## src/rtl/pc_gen_btb_pkg.sv

```systemverilog
// Shared encodings for the fetch PC generator: pc_src values, 2-bit branch
// counter states, stall_state bit positions and the counter update rule.
package pc_gen_btb_pkg;

   typedef enum logic [1:0] {
      PCSRC_SEQ = 2'b00,
      PCSRC_BTB = 2'b01,
      PCSRC_JMP = 2'b10,
      PCSRC_EX  = 2'b11
   } pc_src_e;

   typedef enum logic [1:0] {
      SNT = 2'b00,
      WNT = 2'b01,
      WT  = 2'b10,
      ST  = 2'b11
   } ctr_e;

   localparam int STALL_FETCH = 0;
   localparam int STALL_HARD  = 1;

   // Saturating step towards the resolved direction.
   function automatic ctr_e ctr_update(input ctr_e ctr, input logic taken);
      ctr_e nxt;
      nxt = ctr;
      if (taken && ctr != ST)
         nxt = ctr_e'(ctr + 2'd1);
      else if (!taken && ctr != SNT)
         nxt = ctr_e'(ctr - 2'd1);
      return nxt;
   endfunction

endpackage

```

## src/rtl/pc_gen_btb_btb_dm.sv

```systemverilog
// Direct-mapped branch target buffer: combinational lookup on the fetch PC,
// clocked training port from EX resolution, synchronous whole-table flush.
module btb_dm
   import pc_gen_btb_pkg::*;
#(
   parameter int ADDR_W  = 32,
   parameter int ENTRIES = 16
) (
   input  logic              clk,
   input  logic              rst,
   input  logic              flush,
   input  logic [ADDR_W-1:0] lk_pc,
   output logic              pred_taken,
   output logic [ADDR_W-1:0] pred_target,
   input  logic              upd_en,
   input  logic [ADDR_W-1:0] upd_pc,
   input  logic              upd_taken,
   input  logic [ADDR_W-1:0] upd_target
);

   localparam int IDX_W = $clog2(ENTRIES);
   localparam int TAG_W = ADDR_W - IDX_W - 2;

   logic [ENTRIES-1:0] valid;
   logic [TAG_W-1:0]   tag_mem    [ENTRIES];
   logic [ADDR_W-1:0]  target_mem [ENTRIES];
   ctr_e               ctr_mem    [ENTRIES];

   logic [IDX_W-1:0] lk_idx, upd_idx;
   logic [TAG_W-1:0] lk_tag, upd_tag;
   logic             lk_hit, upd_hit;
   logic             unused_lsb;

   assign lk_idx  = lk_pc[IDX_W+1:2];
   assign lk_tag  = lk_pc[ADDR_W-1:IDX_W+2];
   assign upd_idx = upd_pc[IDX_W+1:2];
   assign upd_tag = upd_pc[ADDR_W-1:IDX_W+2];

   // Instruction-aligned PCs: the byte-offset bits carry no information.
   assign unused_lsb = ^{lk_pc[1:0], upd_pc[1:0]};

   assign lk_hit      = valid[lk_idx] && (tag_mem[lk_idx] == lk_tag);
   assign pred_taken  = lk_hit && ctr_mem[lk_idx][1];
   assign pred_target = pred_taken ? target_mem[lk_idx] : '0;

   assign upd_hit = valid[upd_idx] && (tag_mem[upd_idx] == upd_tag);

   // NOTE: sequential state uses <= so every reader sees pre-edge values,
   // which is what gives lookup-before-update ordering within one cycle.
   always_ff @(posedge clk or negedge rst) begin
      if (!rst)
         valid <= '0;
      else if (flush)
         valid <= '0;
      else if (upd_en && !upd_hit && upd_taken)
         valid[upd_idx] <= 1'b1;
   end

   // NOTE: the payload arrays have no reset; the valid bits alone decide
   // whether an entry is visible, so stale payload is harmless.
   always_ff @(posedge clk) begin
      if (!flush && upd_en) begin
         if (upd_hit) begin
            ctr_mem[upd_idx] <= ctr_update(ctr_mem[upd_idx], upd_taken);
            if (upd_taken)
               target_mem[upd_idx] <= upd_target;
         end else if (upd_taken) begin
            tag_mem[upd_idx]    <= upd_tag;
            target_mem[upd_idx] <= upd_target;
            ctr_mem[upd_idx]    <= WT;
         end
      end
   end

endmodule

```

## src/rtl/pc_gen_btb.sv

```systemverilog
// Fetch PC generator: registered PC with stall/redirect priority, a BTB-based
// taken-branch prediction and sequential increment as the fallback.
module pc_gen_btb
   import pc_gen_btb_pkg::*;
#(
   parameter int                ADDR_W      = 32,
   parameter int                BTB_ENTRIES = 16,
   parameter logic [ADDR_W-1:0] RESET_PC    = '0,
   parameter int                INST_BYTES  = 4
) (
   input  logic              clk,
   input  logic              rst,
   input  logic [1:0]        stall_state,
   input  logic              ex_be_i,
   input  logic [ADDR_W-1:0] ex_bto_i,
   input  logic              id_je_i,
   input  logic [ADDR_W-1:0] id_jto_i,
   input  logic              upd_en_i,
   input  logic [ADDR_W-1:0] upd_pc_i,
   input  logic              upd_taken_i,
   input  logic [ADDR_W-1:0] upd_target_i,
   input  logic              btb_flush_i,
   output logic [ADDR_W-1:0] pc,
   output logic [1:0]        pc_src,
   output logic              pred_taken_o,
   output logic [ADDR_W-1:0] pred_target_o
);

   pc_src_e           src_q, src_d;
   logic [ADDR_W-1:0] pc_d;

   btb_dm #(
      .ADDR_W  (ADDR_W),
      .ENTRIES (BTB_ENTRIES)
   ) u_btb (
      .clk         (clk),
      .rst         (rst),
      .flush       (btb_flush_i),
      .lk_pc       (pc),
      .pred_taken  (pred_taken_o),
      .pred_target (pred_target_o),
      .upd_en      (upd_en_i),
      .upd_pc      (upd_pc_i),
      .upd_taken   (upd_taken_i),
      .upd_target  (upd_target_i)
   );

   // NOTE: defaults first, so every path assigns pc_d/src_d and no latch forms.
   always_comb begin
      pc_d  = pc;
      src_d = src_q;
      // A hard stall freezes the PC even against an EX redirect.
      if (!stall_state[STALL_HARD]) begin
         if (ex_be_i) begin
            pc_d  = ex_bto_i;
            src_d = PCSRC_EX;
         end else if (!stall_state[STALL_FETCH]) begin
            if (id_je_i) begin
               pc_d  = id_jto_i;
               src_d = PCSRC_JMP;
            end else if (pred_taken_o) begin
               pc_d  = pred_target_o;
               src_d = PCSRC_BTB;
            end else begin
               pc_d  = pc + ADDR_W'(INST_BYTES);
               src_d = PCSRC_SEQ;
            end
         end
      end
   end

   always_ff @(posedge clk or negedge rst) begin
      if (!rst) begin
         pc    <= RESET_PC;
         src_q <= PCSRC_SEQ;
      end else begin
         pc    <= pc_d;
         src_q <= src_d;
      end
   end

   assign pc_src = src_q;

endmodule
```

## config.mk

```make
export PLATFORM = sky130hd
export DESIGN_NAME = pc_gen_btb
export DESIGN_NICKNAME = d
export VERILOG_FILES = /design/src/rtl/pc_gen_btb_pkg.sv /design/src/rtl/pc_gen_btb_btb_dm.sv /design/src/rtl/pc_gen_btb.sv
export SDC_FILE = /design/constraint.sdc
export NUM_CORES = 1
export LEC_CHECK = 0
export CAP_MARGIN = 25
export CORE_UTILIZATION = 40
export DETAILED_ROUTE_END_ITERATION = 16
export GPL_TIMING_DRIVEN = 0
export SLEW_MARGIN = 30
export SYNTH_ARGS = -nofsm -noshare
export SYNTH_HDL_FRONTEND = slang
export SYNTH_HIERARCHICAL = 1
export SYNTH_SLANG_ARGS = --single-unit
```

## constraint.sdc

```tcl
create_clock -name clk -period 7.5 [get_ports clk]
set_input_delay 1.5 -clock clk [delete_from_list [all_inputs] [get_ports clk]]
set_output_delay 1.5 -clock clk [all_outputs]
set_load 0.005 [all_outputs]
```

==> results.toml, run 1 <==
[critical_path]
crit_path_start_kind = "primary input"
crit_fanout = 10
max_stage_delay_ns = 0.84
slowest_stage = "clkdlybuf4s15_1"
r2r_end = "pc[14]$_DFFE_PN0P_"
ff2ff_path_depth = 17
worstSetupEndpointType = "flip-flop"
r2r_slack_ns = 1.14
rr_startpoint = "pc[3]$_DFFE_PN0P_"
crit_family = "buffers and inverters"
worst_ep_required_time_ns = 7.92
path_cells = "clkdlybuf4s50_1 > buf_2 > buf_2 > clkdlybuf4s15_1 > nor2_1 > a22oi_1 > o21ai_0 > a22oi_1 > a31o_2 > nand3_1 > nor4_1 > buf_2 > buf_2 > nor3_2 > buf_6 > buf_4 > buf_6 > buf_4"
cpMostUsedCell = "buf_2"
crit_arrival_ns = 7.93
crit_type = "primary input to flip-flop"
crit_buf_inv = 10

[yosys]
synth_cell_types = 71
synth_area_per_cell_sq_um = 19.49
async_flop_share_pct = 4.950
yosysSeqAreaShare_pct = 67.58
netlist_instances = 2284
yosysWarningCount = 6
synth_fp_nets = 2424
synth_top_flop_cell = "edfxtp_1"
synth_enable_flop_cells = 960
mappedNetlistArea_sq_um = 44510
ys_ff_latch = 1010

[placement]
dpl_worst_slack_ns = -0.5599
io_buffer_count = 199
gp_congestion = 0.9458
post-dp-hpwl_um = 105200

[detailed_routing]
wl_met2_um = 70280
top_layer_used = "met5"
routedWlPerCell_um = 34.66
drc_errors = 2
met1Wirelength_um = 58430
dr.first_iter.drc_count = 3448
first_pass_iters = 12
wl_met3_um = 14440
drt-vias-per-instance = 6.285
num_vias = 26930
final_antenna_net_count = 0
routed_wirelength_um = 148500

[clock_tree]
clk_latency_ns = 0.71
clock_path_buffers = 3
clk_pin_slew_ns = 0.06
clock-sinks = 1010
cts_tree = "done"
ctsHoldBuffers = 0
cts_buffers = 104
cts-root-buf = "clkbuf_16"
cts.htree.levels = 3

[floorplanning]
dieHeight_um = 335.6
io_pins = 204
start_util_pct = 40.27
num_rows = 122
fp.dieW_um = 335.6
dieArea_sq_um = 112600
coreArea_sq_um = 110500

[worst_hold_path]
hp-start = "pc_src[1]$_DFFE_PN0P_"
min_to = "pc_src[1]$_DFFE_PN0P_"
worstHoldPathCells = 2
hp-class = "flip-flop to flip-flop"

[global_route]
grt_max_degree = 33
grt_pass1_wl_um = 207300
antenna_found_initial = 17
grt_overflow = 0
track_usage_pct = 26.35
grt_pass1_vias = 26830

[sta]
final.min_clock_period_ns = 7.507
fmax_mhz = 133.2
fin_ws_ns = -0.007414
fin_crit_sh_pct = 100.1
maxSlewViolCount = 0
worst_pin_slew_ns = 1.090
setup_viol = 3
final-hold-violation-count = 0
relSlewSlack_pct = 27.05
clock_skew_ns = 0.04777
rsz0062_at_grt = "no"
whs_ns = 0.5166

[final_layout]
nets = 2843
utilization_pct = 48.45
multi_input_area_sq_um = 13870
layout-drive-gt1-share_pct = 29.48
n_fill_cell = 9076
syn_to_final_growth_pct = 20.30
regArea_sq_um = 30080

[power]
vdd_drop_max_v = 0.0001883
p_leak_nw = 17.42
power_w = 0.01357
powerDensity_nw_per_um2 = 253.5

[run_status]
violations = "DRC, setup timing"
outcome = "finished with violations"

[run]
drv_cap = 0
-- logic make-up (layout without fill, tap and decap cells) --
logic type               Yosys count  after routing  share of synthesized area [%]
XOR/XNOR                          65             65                          1.279
AO/OA/AOI/OAI                    263            263                          4.155
buffers and inverters            176            684                          1.706
flip-flops                      1010           1010                          67.58
AND/OR/NAND/NOR                  298            298                          3.525
other                              0              5                              0
adder cells (fa/ha/maj)            3              3                        0.08435
multiplexers                     469            469                          21.67
-- synth_stat cells (all sizes together) (4+ instances only) --
cell type,instances,area [sq um]
a211oi,5,37.54
nand2b,11,68.82
mux2,10,112.6
a31oi,12,75.07
nand2,52,197.7
buf,73,370.3
xnor2,34,297.8
edfxtp,960,28830
a221oi,25,225.2
nor3,29,156.4
o21ai,70,350.3
mux2i,66,660.6
nor2b,50,312.8
nor4,10,77.57
o211a,16,160.2
xor2,31,271.5
a22o,22,192.7
a22oi,11,92.58
o221ai,4,35.03
or4,4,33.78
mux4,393,8870
o22ai,15,93.84
o31a,5,45.04
o211ai,12,90.09
and2,11,68.82
nand3,30,150.1
clkbuf,81,306.5
a21oi,35,178.9
nor2,62,232.7
dfrtp,50,1251
inv,19,71.32
and3,7,43.79
nand4,16,112.6
or3,5,31.28
or2,5,31.28
o31ai,6,45.04
and4,4,36.29
-- state kept, by name, indices dropped and copies added (netlist names) --
name / count
pc_src: 2
u_btb/valid: 16
u_btb/tag_mem: 416
pc: 32
u_btb/target_mem: 512
u_btb/ctr_mem: 32
-- cell type report --
type	count	share of cell area [%]
flip-flops and latches	1010	56.18
multi-input cells	1098	25.91
repair buffers	313	6.368
clock buffers	132	5.150
well taps	1488	3.477
plain buffers	154	1.442
clock inverters	63	1.299
inverters	22	0.1542
diodes	5	0.02337
-- power breakdown --
part	internal, W	switching (W)
Clock	0.00297	0.00225
Sequential	0.00625	0.000115
Combinational	0.000873	0.00111
Total	0.0101	0.00348
-- how the worst max path moves through the flow --
stage / from / endpoint / slack (ns) / depth (start not counted)
after floorplan: upd_pc_i[3] / u_btb/tag_mem[2][0]$_DFFE_PP_ / 0.49 / 10
final: upd_pc_i[3] / u_btb/tag_mem[11][18]$_DFFE_PP_ / -0.007 / 18
after global routing: upd_pc_i[3] / u_btb/tag_mem[10][15]$_DFFE_PP_ / 0.02 / 18
after global placement: upd_pc_i[3] / u_btb/tag_mem[2][18]$_DFFE_PP_ / -6.29 / 11
after CTS: pc[3]$_DFFE_PN0P_ / pred_target_o[18] / 0.04 / 12
after detailed placement: upd_pc_i[3] / u_btb/tag_mem[10][1]$_DFFE_PP_ / -0.56 / 18
-- metal layers --
metal | up-vias | track usage, %
li1 | 10540 | -
met1 | 14400 | 35.74
met2 | 1681 | 41.96
met3 | 298 | 5.908
met4 | 14 | 9.113
met5 | - | 0
-- timing repair --
action	in CTS	in global routing
resized for setup	28	15
setup buffers	0	0
endpoints found under the setup margin	33	18
cloned	0	0
-- per-stage QoR --
step / cells / area [sq um] / TNS [ns]
final: 4285 / 53540 / -0.01741
after global routing: 4284 / 53540 / 0
after floorplan: 2284 / 44510 / 0
after CTS: 4280 / 53500 / 0
after global placement: 3971 / 48360 / -2789.22
after detailed placement: 4085 / 50000 / -51.61
-- worst reg2reg max path: cells and delay by family (launching register included) --
family	cells	cell delay, ns
compound gates	4	1.10
buf+inv	8	3.28
mux	1	0.50
simple gates	4	0.93
flops	1	0.46
-- cell usage in the layout (no fill, tap or decap), types with 9 or more instances in the layout --
master,count
o22ai_1,15
nand3_1,30
a31oi_1,12
nor2_1,50
o211ai_1,12
nand4_1,14
nor3_2,16
nor2_4,12
mux2i_1,66
clkbuf_2,31
buf_6,23
buf_2,43
bufinv_16,10
nand2_1,51
inv_1,19
nand2b_1,11
nor2b_1,44
nor3_1,12
clkbuf_16,104
dfrtp_1,50
clkinv_1,18
clkbuf_1,74
xor2_1,31
a22o_1,22
mux4_2,388
xnor2_1,34
o211a_1,16
a22oi_1,9
mux2_2,10
a221oi_1,24
nor4_1,9
clkinv_2,19
buf_4,81
edfxtp_1,960
buf_1,10
a21oi_1,33
o21ai_0,69
buf_16,23
clkdlybuf4s50_1,198
Note: power is estimated with default switching activity, not from simulation.
==> run 2, diff against run 1 <==
--- a/config.mk
+++ b/config.mk
@@ -5,7 +5,6 @@
 export SDC_FILE = /design/constraint.sdc
 export NUM_CORES = 1
 export LEC_CHECK = 0
-export CAP_MARGIN = 25
 export CORE_UTILIZATION = 40
 export DETAILED_ROUTE_END_ITERATION = 16
 export GPL_TIMING_DRIVEN = 0
==> constraint.sdc (replaced) <==
create_clock -name clk -period 8.3 [get_ports clk]
set_input_delay 1.66 -clock clk [delete_from_list [all_inputs] [get_ports clk]]
set_output_delay 1.66 -clock clk [all_outputs]
set_load 0.005 [all_outputs]
==> run 2 against run 1 <==
The flow now finishes without violations. Wire length shrank 0.56%. Clock skew grew 0.016 ns. Worst setup slack better by 0.15 ns. Worst hold slack worse by 0.0018 ns. Non-clock buffer count unchanged. Core utilization fell by 0.23 points. Critical path depth decreased by 7. Clock power fell by 14%. Via count is 0.17% higher. Sequential cell count unchanged. Largest cell class unchanged. Highest routed layer unchanged.
==> results.toml, run 2 (synthesis gave the netlist of run 1 again) <==
[sta]
clock_skew_ns = 0.06402
fin_crit_sh_pct = 98.34
fmax_mhz = 122.5
rsz0062_at_grt = "yes"
whs_ns = 0.5149
final.min_clock_period_ns = 8.162
maxSlewViolCount = 0
relSlewSlack_pct = 21.91
final-hold-violation-count = 0
setup_viol = 0
worst_pin_slew_ns = 1.171

[global_route]
grt_max_degree = 33
grt_overflow = 0
antenna_found_initial = 17
grt_pass1_wl_um = 206200
grt_pass1_vias = 26580
track_usage_pct = 26.23

[final_layout]
n_fill_cell = 9151
syn_to_final_growth_pct = 19.73
design_area_sq_um = 53290
utilization_pct = 48.22
final_cell_mix = "960 x edfxtp_1, 388 x mux4_2, 198 x clkdlybuf4s50_1"
largestRegisters = "u_btb/target_mem: 512 flops, u_btb/tag_mem: 416 flops"
final_common_cell = "edfxtp_1"
largest_reg_flops = 512
largest-register = "u_btb/target_mem"
nets = 2844
layout-drive-gt1-share_pct = 28.25

[power]
p_leak_nw = 17.25
p_comb_share_pct = 14.8
power_w = 0.01201
clockPowerShare_pct = 37.3
powerDensity_nw_per_um2 = 225.3
p_seq_share_pct = 47.9
p_sw_share_pct = 25.72
switchingPower_w = 0.003089
vdd_drop_max_v = 0.0001774
p_int_w = 0.008919

[critical_path]
worstSetupEndpointType = "output port"
crit_arrival_ns = 6.50
worst_ep_required_time_ns = 6.64
crit_path_start_kind = "flip-flop"
crit_type = "flip-flop to output port"
crit_fanout = 10

[detailed_routing]
dr.first_iter.drc_count = 3749
met1Wirelength_um = 57630
routed_wirelength_um = 147700
final_antenna_net_count = 0
num_vias = 26980
first_pass_iters = 9
wl_met3_um = 14950
routedWlPerCell_um = 34.56
drt-vias-per-instance = 6.313
wl_met2_um = 69730
top_layer_used = "met5"
drc_errors = 0

[clock_tree]
cts_tree = "done"
cts_buffers = 105
cts.htree.levels = 3
post_cts_buffers = 0
clock-sinks = 1010
clk_latency_ns = 0.72
cts-root-buf = "clkbuf_16"
clk_pin_slew_ns = 0.06
clock_path_buffers = 3

[floorplanning]
num_rows = 122
dieArea_sq_um = 112600
fp.dieW_um = 335.6
coreArea_sq_um = 110500
start_util_pct = 40.27
io_pins = 204
dieHeight_um = 335.6

[run_status]
outcome = "finished, final reports clean"

[placement]
io_buffer_count = 199
dpl_cell_area_sq_um = 50000
post-dp-hpwl_um = 105200
gp_congestion = 0.9458

[run]
drv_cap = 0

[worst_hold_path]
hp-class = "flip-flop to flip-flop"
-- run 2: cell type report --
cell class	instances	area, sq um	share of cell area, %
inverter	22	82.58	0.1550
buffer	154	735.7	1.381
clock buffer	135	2770	5.199
multi-input combinational	1098	13850	26.00
antenna	3	7.507	0.01409
tap	1488	1862	3.494
clock inverter	50	486.7	0.9134
timing repair buffer	313	3410	6.398
sequential	1010	30080	56.45
-- run 2: metal layers --
metal / global-route usage (%) / vias up
li1: - / 10520
met1: 36.33 / 14380
met2: 41.35 / 1785
met3: 5.163 / 285
met4: 9.307 / 14
met5: 0 / -
-- run 2: repair_timing --
item,in CTS,in global routing
gates resized for setup,5,3
hold buffers,0,0
endpoints found under the hold margin,0,0
endpoints found under the setup margin,17,2
-- run 2: worst paths after layout --
path / cells past startpoint / start / endpoint / slack [ns]
max reg2reg: 19 / pc[2]$_DFFE_PN0P_ / pc[14]$_DFFE_PN0P_ / 1.48
max in group asynchronous: 2 / rst / pc[24]$_DFFE_PN0P_ / 6.91
max: 11 / pc[2]$_DFFE_PN0P_ / pred_target_o[12] / 0.14
min: 2 / pc_src[1]$_DFFE_PN0P_ / pc_src[1]$_DFFE_PN0P_ / 0.51
min reg2reg: 2 / pc_src[1]$_DFFE_PN0P_ / pc_src[1]$_DFFE_PN0P_ / 0.51
min in group asynchronous: 1 / rst / pc[27]$_DFFE_PN0P_ / 0.84
-- run 2: stage by stage --
step | setup slack [ns] | TNS, ns | std cells
2_1_floorplan | 1.132 | 0 | 2284
3_3_place_gp | -5.652 | -2193.27 | 3971
3_5_place_dp | 0.1165 | 0 | 4085
4_1_cts | 0.01438 | 0 | 4270
5_1_grt | -0.06068 | -0.1142 | 4272
6_report | 0.1378 | 0 | 4273
-- run 2: critical path, cell delays in order, from the launching register on --
cell and delay, ns:
dfrtp_1 0.52, clkbuf_1 0.40, buf_2 0.47, buf_2 0.58
mux4_2 0.61, mux4_2 0.57, xor2_1 0.17, nor4_1 0.34
nand4_1 0.40, clkbuf_1 0.43, nor2b_1 0.64, clkdlybuf4s50_1 0.63
-- run 2: power groups by stage --
stage	logic (W)	registers [W]	clock network (W)
2_1_floorplan	0.00101	0.00580	0
3_3_place_gp	0.00173	0.00585	0
3_5_place_dp	0.00177	0.00585	0
4_1_cts	0.00177	0.00575	0.00455
5_1_grt	0.00185	0.00575	0.00473
6_report	0.00178	0.00575	0.00448
